[src/rtl/m3ramp_pkg.sv]
// Shared types and defaults for the m3freq_ramp soft-start/soft-stop slew limiter.
package m3ramp_pkg;

    typedef enum logic [1:0] {
        IDLE      = 2'd0,
        RUN       = 2'd1,
        STOPPING  = 2'd2,
        REVERSING = 2'd3
    } m3ramp_state_t;

    localparam int M3_FREQ_W      = 10;
    localparam int M3_STEP_CYCLES = 100000;
    localparam int M3_DEB_CYCLES  = 50000;

endpackage

[src/rtl/m3ramp_tick.sv]
// Step prescaler: one-cycle tick every STEP_CYCLES clocks, held at zero while hold is high.
module m3ramp_tick
    import m3ramp_pkg::*;
#(
    parameter int STEP_CYCLES = M3_STEP_CYCLES
) (
    input  logic clk,
    input  logic rst,
    input  logic hold,
    output logic tick
);

    localparam int CNT_W = $clog2(STEP_CYCLES);
    localparam logic [CNT_W-1:0] CNT_LAST = CNT_W'(STEP_CYCLES - 1);

    logic [CNT_W-1:0] countReg;

    always_ff @(posedge clk) begin
        if (rst || hold) begin
            countReg <= '0;
        end else if (countReg == CNT_LAST) begin
            countReg <= '0;
        end else begin
            countReg <= countReg + 1'b1;
        end
    end

    assign tick = !hold && (countReg == CNT_LAST);

endmodule

[src/rtl/m3freq_ramp.sv]
// Frequency slew limiter and reversal sequencer in front of the motor drive core.
// Optional control-input debounce filter enabled by defining M3RAMP_DEBOUNCE_EN.
module m3freq_ramp
    import m3ramp_pkg::*;
#(
    parameter int FREQ_W      = M3_FREQ_W,
    parameter int STEP_CYCLES = M3_STEP_CYCLES,
    parameter int DEB_CYCLES  = M3_DEB_CYCLES
) (
    input  logic              clk,
    input  logic              rst,
    input  logic              m3start,
    input  logic              m3invOrStop,
    input  logic [FREQ_W-1:0] m3freq,
    output logic [FREQ_W-1:0] rampFreq,
    output logic              rampDir,
    output logic              rampRun,
    output logic              rampBusy,
    output logic              atSpeed
);

    localparam logic [1:0] ST_IDLE      = IDLE;
    localparam logic [1:0] ST_RUN       = RUN;
    localparam logic [1:0] ST_STOPPING  = STOPPING;
    localparam logic [1:0] ST_REVERSING = REVERSING;

    // Bit 0 carries start, bit 1 carries the reverse request.
    logic [1:0] ctrlMetaReg;
    logic [1:0] ctrlSyncReg;
    logic [1:0] ctrlFilt;

    always_ff @(posedge clk) begin
        if (rst) begin
            ctrlMetaReg <= '0;
            ctrlSyncReg <= '0;
        end else begin
            ctrlMetaReg <= {m3invOrStop, m3start};
            ctrlSyncReg <= ctrlMetaReg;
        end
    end

`ifdef M3RAMP_DEBOUNCE_EN
    localparam int DEB_W = (DEB_CYCLES > 1) ? $clog2(DEB_CYCLES) : 1;
    localparam logic [DEB_W-1:0] DEB_LAST = DEB_W'(DEB_CYCLES - 1);

    generate
        for (genvar gi = 0; gi < 2; gi++) begin : g_deb
            logic [DEB_W-1:0] debCntReg;
            logic             debOutReg;

            always_ff @(posedge clk) begin
                if (rst) begin
                    debCntReg <= '0;
                    debOutReg <= 1'b0;
                end else if (ctrlSyncReg[gi] == debOutReg) begin
                    debCntReg <= '0;
                end else if (debCntReg == DEB_LAST) begin
                    debCntReg <= '0;
                    debOutReg <= ctrlSyncReg[gi];
                end else begin
                    debCntReg <= debCntReg + 1'b1;
                end
            end

            assign ctrlFilt[gi] = debOutReg;
        end
    endgenerate
`else
    assign ctrlFilt = ctrlSyncReg;
`endif

    logic invPrevReg;
    logic startLvl;
    logic revEdge;

    always_ff @(posedge clk) begin
        if (rst) begin
            invPrevReg <= 1'b0;
        end else begin
            invPrevReg <= ctrlFilt[1];
        end
    end

    assign startLvl = ctrlFilt[0];
    assign revEdge  = ctrlFilt[1] && !invPrevReg;

    logic [1:0]        stateReg, stateNext;
    logic [FREQ_W-1:0] freqReg, freqNext;
    logic              dirReg, dirNext;
    logic              runReg, runNext;
    logic              busyReg, busyNext;
    logic              atReg, atNext;
    logic [FREQ_W-1:0] targetNext;
    logic              tick;

    m3ramp_tick #(
        .STEP_CYCLES(STEP_CYCLES)
    ) u_tick (
        .clk (clk),
        .rst (rst),
        .hold(stateReg == ST_IDLE),
        .tick(tick)
    );

    // Stop wins over reverse, reverse wins over slew; a transition cycle takes no step.
    always_comb begin
        stateNext = stateReg;
        freqNext  = freqReg;
        dirNext   = dirReg;
        case (stateReg)
            ST_IDLE: begin
                freqNext = '0;
                if (startLvl) begin
                    stateNext = ST_RUN;
                end
            end
            ST_RUN: begin
                if (!startLvl) begin
                    stateNext = ST_STOPPING;
                end else if (revEdge) begin
                    stateNext = ST_REVERSING;
                end else if (tick) begin
                    if (freqReg < m3freq) begin
                        freqNext = freqReg + 1'b1;
                    end else if (freqReg > m3freq) begin
                        freqNext = freqReg - 1'b1;
                    end
                end
            end
            ST_STOPPING: begin
                if (freqReg == '0) begin
                    stateNext = ST_IDLE;
                end else if (tick) begin
                    freqNext = freqReg - 1'b1;
                    if (freqReg == FREQ_W'(1)) begin
                        stateNext = ST_IDLE;
                    end
                end
            end
            default: begin
                if (!startLvl) begin
                    stateNext = ST_STOPPING;
                end else if (freqReg == '0) begin
                    dirNext   = !dirReg;
                    stateNext = ST_RUN;
                end else if (tick) begin
                    freqNext = freqReg - 1'b1;
                    // Direction flips on the same edge that lands on zero.
                    if (freqReg == FREQ_W'(1)) begin
                        dirNext   = !dirReg;
                        stateNext = ST_RUN;
                    end
                end
            end
        endcase
    end

    always_comb begin
        targetNext = (stateNext == ST_RUN) ? m3freq : '0;
        runNext    = (stateNext != ST_IDLE);
        busyNext   = (freqNext != targetNext) || (stateNext == ST_STOPPING) ||
                     (stateNext == ST_REVERSING);
        atNext     = (stateNext == ST_RUN) && (freqNext == m3freq);
    end

    always_ff @(posedge clk) begin
        if (rst) begin
            stateReg <= ST_IDLE;
            freqReg  <= '0;
            dirReg   <= 1'b0;
            runReg   <= 1'b0;
            busyReg  <= 1'b0;
            atReg    <= 1'b0;
        end else begin
            stateReg <= stateNext;
            freqReg  <= freqNext;
            dirReg   <= dirNext;
            runReg   <= runNext;
            busyReg  <= busyNext;
            atReg    <= atNext;
        end
    end

    assign rampFreq = freqReg;
    assign rampDir  = dirReg;
    assign rampRun  = runReg;
    assign rampBusy = busyReg;
    assign atSpeed  = atReg;

endmodule
[config.mk]
export PLATFORM = sky130hd
export DESIGN_NAME = m3freq_ramp
export DESIGN_NICKNAME = d
export VERILOG_FILES = /design/src/rtl/m3ramp_pkg.sv /design/src/rtl/m3ramp_tick.sv /design/src/rtl/m3freq_ramp.sv
export SDC_FILE = /design/constraint.sdc
export NUM_CORES = 1
export LEC_CHECK = 0
export CELL_PAD_IN_SITES_DETAIL_PLACEMENT = 1
export CELL_PAD_IN_SITES_GLOBAL_PLACEMENT = 1
export CORE_MARGIN = 3
export CORE_UTILIZATION = 47
export DETAILED_ROUTE_END_ITERATION = 7
export PLACE_DENSITY = 0.91
export SYNTH_ARGS = -nofsm -noshare
export SYNTH_HDL_FRONTEND = slang
export SYNTH_SLANG_ARGS = --single-unit
[constraint.sdc]
create_clock -name clk -period 4.65 [get_ports clk]
set_input_delay 0.6975 -clock clk [delete_from_list [all_inputs] [get_ports clk]]
set_output_delay 0.6975 -clock clk [all_outputs]
set_load 0.01 [all_outputs]
# Yosys cells after proc, flatten, opt, wreduce, memory -nomap -nowiden
# Cells that the tools add are included.
# op_classes
addsub	3
magnitude_cmp	2
n_eq_ne	9
muxes	24
bitwise_logic	1
reduce_logical	17
# op_table
op	n
10-bit two-way mux	9
10-bit one-hot mux with 3 select lines	1
2-bit two-way mux	10
17-bit by 1-bit adder with 17-bit output, second input constant	1
17-bit == test, second input constant	1
10-bit by 1-bit adder with 10-bit output, second input constant	1
10-bit by 1-bit == test with 1-bit output, second input constant	1
10-bit == test	1
10-bit greater-than comparator	1
10-bit zero test	1
10-bit < comparator	1
10-bit inequality test	1
10-bit by 1-bit subtractor with 10-bit output, second input constant	1
2-bit == test, second input constant	3
2-bit one-hot mux with 3 select lines	1
2-bit nonzero test	3
2-bit by 1-bit == test with 1-bit output, second input constant	2
4-bit AND reduction	1
1-bit logical AND	3
1-bit zero test	3
1-bit logical OR	3
1-bit two-way mux	3
3-bit OR reduction	1
2-bit zero test	1
2 further kinds	2
# word_totals
ff_bits	38
out_inout_bits	14

# Depth between registers and ports, before layout
# depth
depth_word	12
ltp_mapped	12
depth_no_buf	11

# Cells and area by module
# Synthesis repeated with hierarchy kept, for this count alone.
# hier_totals
hier_cells	358
area_unflattened_um2	2836.5
# by_module_without_submodules
module	instances	cells_per_inst	area_per_inst_um2
m3freq_ramp	1	273	2062.0
m3ramp_tick	1	85	774.5

# Least setup slack after synthesis
# No wires, ideal clock.
# synth_timing
path_type	input to register
start	input m3freq[5]
end	register atReg (netlist: atSpeed)
t_arrival_ns	3.178
required_time_ns	4.589
setup_slack_ns	1.412
path_stages	11
path_buffers	0
path_cell_list	inv_1 -> ha_1 -> nand4_2 -> a211oi_2 -> a211o_1 -> mux2_2 -> a221o_1 -> a21oi_1 -> o21ai_2 -> nor4_2 -> and4_1
# synth_via
elab_chain_len	9
# synth_lines
element	line	source
start, declared	m3freq_ramp.sv:14	input logic [FREQ_W-1:0] m3freq,
10-bit greater-than comparator	m3freq_ramp.sv:125	end else if (freqReg > m3freq) begin
10-bit two-way mux	m3freq_ramp.sv:125	
10-bit two-way mux	m3freq_ramp.sv:123	if (freqReg < m3freq) begin
10-bit two-way mux	m3freq_ramp.sv:122	end else if (tick) begin
10-bit two-way mux	m3freq_ramp.sv:120	end else if (revEdge) begin
10-bit two-way mux	m3freq_ramp.sv:118	if (!startLvl) begin
10-bit one-hot mux with 3 select lines	m3freq_ramp.sv:110	case (stateReg)
10-bit == test (*)	m3freq_ramp.sv:163	atNext = (stateNext == ST_RUN) && (freqNext == m3freq);
1-bit logical AND (*)	m3freq_ramp.sv:163	
end signal, assigned	m3freq_ramp.sv:180	atReg <= atNext;
end, declared	m3freq_ramp.sv:92	logic atReg, atNext;
# Mark *: on every way between the ends. The rest lies on a longest branch, timed or not.
# A chain may end at the register's enable or synchronous reset.

# Worst setup path after layout
# layout_timing
start	input m3freq[5]
end	register busyReg (netlist: rampBusy)
# layout_via
elab_chain_len	10
# layout_lines
element	line	source
10-bit greater-than comparator	m3freq_ramp.sv:125	
10-bit two-way mux	m3freq_ramp.sv:125	
10-bit two-way mux	m3freq_ramp.sv:123	
10-bit two-way mux	m3freq_ramp.sv:122	
10-bit two-way mux	m3freq_ramp.sv:120	
10-bit two-way mux	m3freq_ramp.sv:118	
10-bit one-hot mux with 3 select lines	m3freq_ramp.sv:110	
10-bit inequality test (*)	m3freq_ramp.sv:161	busyNext = (freqNext != targetNext) || (stateNext == ST_STOPPING) ||
1-bit logical OR (*) (2 in series)	m3freq_ramp.sv:161	
end signal, assigned	m3freq_ramp.sv:179	busyReg <= busyNext;
end, declared	m3freq_ramp.sv:91	logic busyReg, busyNext;
# Marks and branches as above.

==> flow_metrics.env <==
export IMPL_status="complete, no violations"
export IMPL_gp_congestion=0.9396
export IMPL_post_cts_setup_buffers=0
export IMPL_critPathArrivalTime_ps=4270
export IMPL_hp_start="ctrlMetaReg[1]$_SDFF_PP0_"
export IMPL_synth_area_leaders="dfxtp_1 24%, nor2_1 6.0%, ha_1 5.6%"
export IMPL_cts_root_buf="clkbuf_8"
export IMPL_synth_top_area_cell="dfxtp_1"
export IMPL_hold_path_depth=1
export IMPL_cp_slowest_cell="a211oi_2"
export IMPL_initial_core_util_pct=50.39
export IMPL_endpoint_kind="register"
export IMPL_rsz0062_at_grt="no"
export IMPL_tightest_slew_ps=893.7
export IMPL_vias_per_cell=6.641
export IMPL_path_clk_slew_ps=90
export IMPL_avgSynthCellArea_um2=8.176
export IMPL_cts_tree="built"
export IMPL_cp_max_fo=12
export IMPL_dpl_hpwl_um=7552
export IMPL_fin_nets=426
export IMPL_track_usage_pct=27.40
export IMPL_slowest_delay_ps=800
export IMPL_grt_pass1_vias=3173
export IMPL_clockBufferDepth=2
export IMPL_worstReg2RegEnd="rampBusy$_SDFF_PP0_"
export IMPL_cp_cell_sequence="clkdlybuf4s50_1, inv_1, ha_1, a21oi_1, o21ai_1, a211oi_2, nor3_1, a311o_1, a31oi_1, xor2_1, nor3_1, a41oi_2"
export IMPL_antenna_found_initial=0
export IMPL_r2r_slack_ps=850
export IMPL_pwr_density_cell_nw_per_um2=187.3
export IMPL_ant_nets=0
export IMPL_grt_pass1_wl_um=16350
export IMPL_drive_above_1_share_pct=12.78
export IMPL_ys_ff_latch=38
export IMPL_switchingPower_uw=171.1
export IMPL_ys_async_sr_fraction_pct=0
export IMPL_die_y_um=87.30
export IMPL_grt_start_max_net_pins=18
export IMPL_start_kind="primary input"
export IMPL_syn_instance_count=380
export IMPL_insertion_delay_ps=300
export IMPL_yosys_area_top_type_share_pct=24.49
export IMPL_ys_top_cells_by_count="50 x nor2_1, 38 x dfxtp_1, 30 x nand2_1"
export IMPL_row_count=28
export IMPL_first_pass_iters=5
export IMPL_numCtsBuffers=5
export IMPL_worst_setup_path_type="primary input to register"
export IMPL_path_common_cell="nor3_1"
export IMPL_rr_worst_depth=10
export IMPL_routedWlPerCell_um=21.04
export IMPL_slew_viol_final=0
export IMPL_synth_edf_count=0
export IMPL_remaining_drc_errors=0
export IMPL_synth_seq_area_share_pct=24.49
export IMPL_relSlewSlack_pct=40.31
export IMPL_fin_tns_setup_ps=0
export IMPL_fin_skew_ps=12.42
export IMPL_hold_viol=0
export IMPL_syn_area_um2=3107
export IMPL_synth_most_common_cell="nor2_1"
export IMPL_final_fill_count=754
export IMPL_seqPwrFrac_pct=51.3
export IMPL_synth_fp_nets=408
export IMPL_synth_distinct_cells=83
export IMPL_p_int_uw=476.6
export IMPL_cts_sinks=38
export IMPL_p_sw_share_pct=26.42
export IMPL_areaGrowthSynthToFinish_pct=11.32
export IMPL_p_leak_uw=0.001312
export IMPL_finalSetupViolCount=0
export IMPL_hp_class="register to register"
export IMPL_cp_required_ps=4800
export IMPL_routed_wl_um=9975
export IMPL_vias=3148
export IMPL_yosysWarnings=0
export IMPL_core_um2=6166
export IMPL_whs_endpoint="ctrlFilt[1]$_SDFF_PP0_"
export IMPL_drt_iter0_markers=312
export IMPL_fmax_ghz=0.2427
export IMPL_dieArea_um2=7621
export IMPL_maxCapViolCount=0
export IMPL_cts_hold_fix_buffers=0
export IMPL_cts_resized=0
export IMPL_htreeDepth=2
export IMPL_die_w_um=87.30
export IMPL_synth_main_ff_cell="dfxtp_1"
export IMPL_ios=28
export IMPL_power_share_clock_pct=38.9
export IMPL_antennaDiodeCount=0
export IMPL_fin_crit_ps=4121
export IMPL_comb_power_share_pct=9.8
export IMPL_ir_drop_v=0.0001507
export IMPL_fin_util_pct=56.09
export IMPL_r2r_start="rampFreq[3]$_SDFF_PP0_"
export IMPL_finalCritPeriodShare_pct=88.62
export IMPL_grt_overflow=0
export IMPL_port_buffers=27
## worst max-delay path: cells and delay by family
kind | cells | cell delay, ps
AOI/OAI and AO/OA | 6 | 2060
xor gates and xnor gates | 1 | 130
adders and majority gates | 1 | 340
buffers and inverters | 2 | 590
and+or+nand+nor | 2 | 450
## worst max path at each step
| stage | startpoint | endpoint | slack, ps | cells past startpoint |
|---|---|---|---|---|
| floorplan | m3freq[5] | atSpeed$_SDFF_PP0_ | 1410 | 11 |
| global placement | m3freq[5] | rampBusy$_SDFF_PP0_ | 470 | 12 |
| detailed placement | m3freq[3] | rampBusy$_SDFF_PP0_ | 320 | 12 |
| CTS | m3freq[5] | rampBusy$_SDFF_PP0_ | 610 | 12 |
| global route | m3freq[5] | rampBusy$_SDFF_PP0_ | 360 | 12 |
| finish | m3freq[5] | rampBusy$_SDFF_PP0_ | 530 | 12 |
## logic make-up (layout without fill, tap and decap cells)
family                   Yosys count  count (layout)  share of synthesized area, %
AND/OR/NAND/NOR                  185             185                         35.12
AO/OA/AOI/OAI                     68              68                         17.24
flip-flops                        38              38                         24.49
buffers and inverters             36              55                         6.121
adder cells (fa/ha/maj)           14              14                         5.638
multiplexers                       7               7                         2.376
XOR/XNOR                          32              32                         9.021
## state kept, by name, summed over array words and instances (netlist names)
register         count
atSpeed              1
ctrlMetaReg          2
rampDir              1
rampFreq            10
rampBusy             1
ctrlFilt             2
stateReg             2
invPrevReg           1
u_tick.countReg     17
rampRun              1
## cell usage in the layout, fill, tap and decap left out, drive strengths merged, types with 3 or more instances in the layout
cell / n
xor2: 16
nor2b: 8
nand2: 32
inv: 18
a41oi: 3
o221ai: 3
and2: 5
a22oi: 6
and3: 9
dfxtp: 38
a211oi: 4
a211o: 3
nand3: 16
a31oi: 4
nand2b: 8
mux2i: 4
or3: 6
nor3: 12
mux2: 3
o211ai: 3
ha: 14
nor2: 51
nor4: 11
o21ai: 9
xnor2: 16
and4: 5
o31ai: 3
a21oi: 15
clkbuf: 6
clkdlybuf4s50: 27
nand4: 9
## power groups by stage
stage / Combinational, µW / Clock [µW] / Sequential (µW)
2_1_floorplan: 36.6 / 0 / 338
3_3_place_gp: 59.8 / 0 / 339
3_5_place_dp: 62.4 / 0 / 340
4_1_cts: 62.9 / 253 / 332
5_1_grt: 69.3 / 272 / 333
6_report: 63.8 / 252 / 332
## layer usage
layer | up-vias | part of all wire (%) | GRT usage, %
met3 | 36 | 8.3 | 4.257
met2 | 176 | 46 | 43.70
met4 | 0 | 3.4 | 10.04
met1 | 1523 | 42 | 37.09
met5 | - | 0 | 0
li1 | 1413 | - | -
## metrics by stage
stage               area, µm²  power, µW  hold slack [ps]  cells  setup slack (ps)
floorplan                3107      374.9            413.8    380              1412
global placement         3363      399.1            417.0    466             466.2
detailed placement       3363      401.9            438.2    466             316.9
CTS                      3458      648.3            459.0    474             612.6
global route             3458      674.3            480.5    474             359.5
finish                   3458      647.7            453.6    474             529.2
## final cells by class
class	count	area, µm²	area share [%]
inverter	18	67.56	1.954
multi-input combinational	306	2156	62.34
tap	75	93.84	2.713
sequential	38	760.7	22.00
clock inverter	2	12.51	0.3618
clock buffer	6	82.58	2.388
timing repair buffer	29	285.3	8.249
No activity file was read; power rests on OpenSTA's default activity.
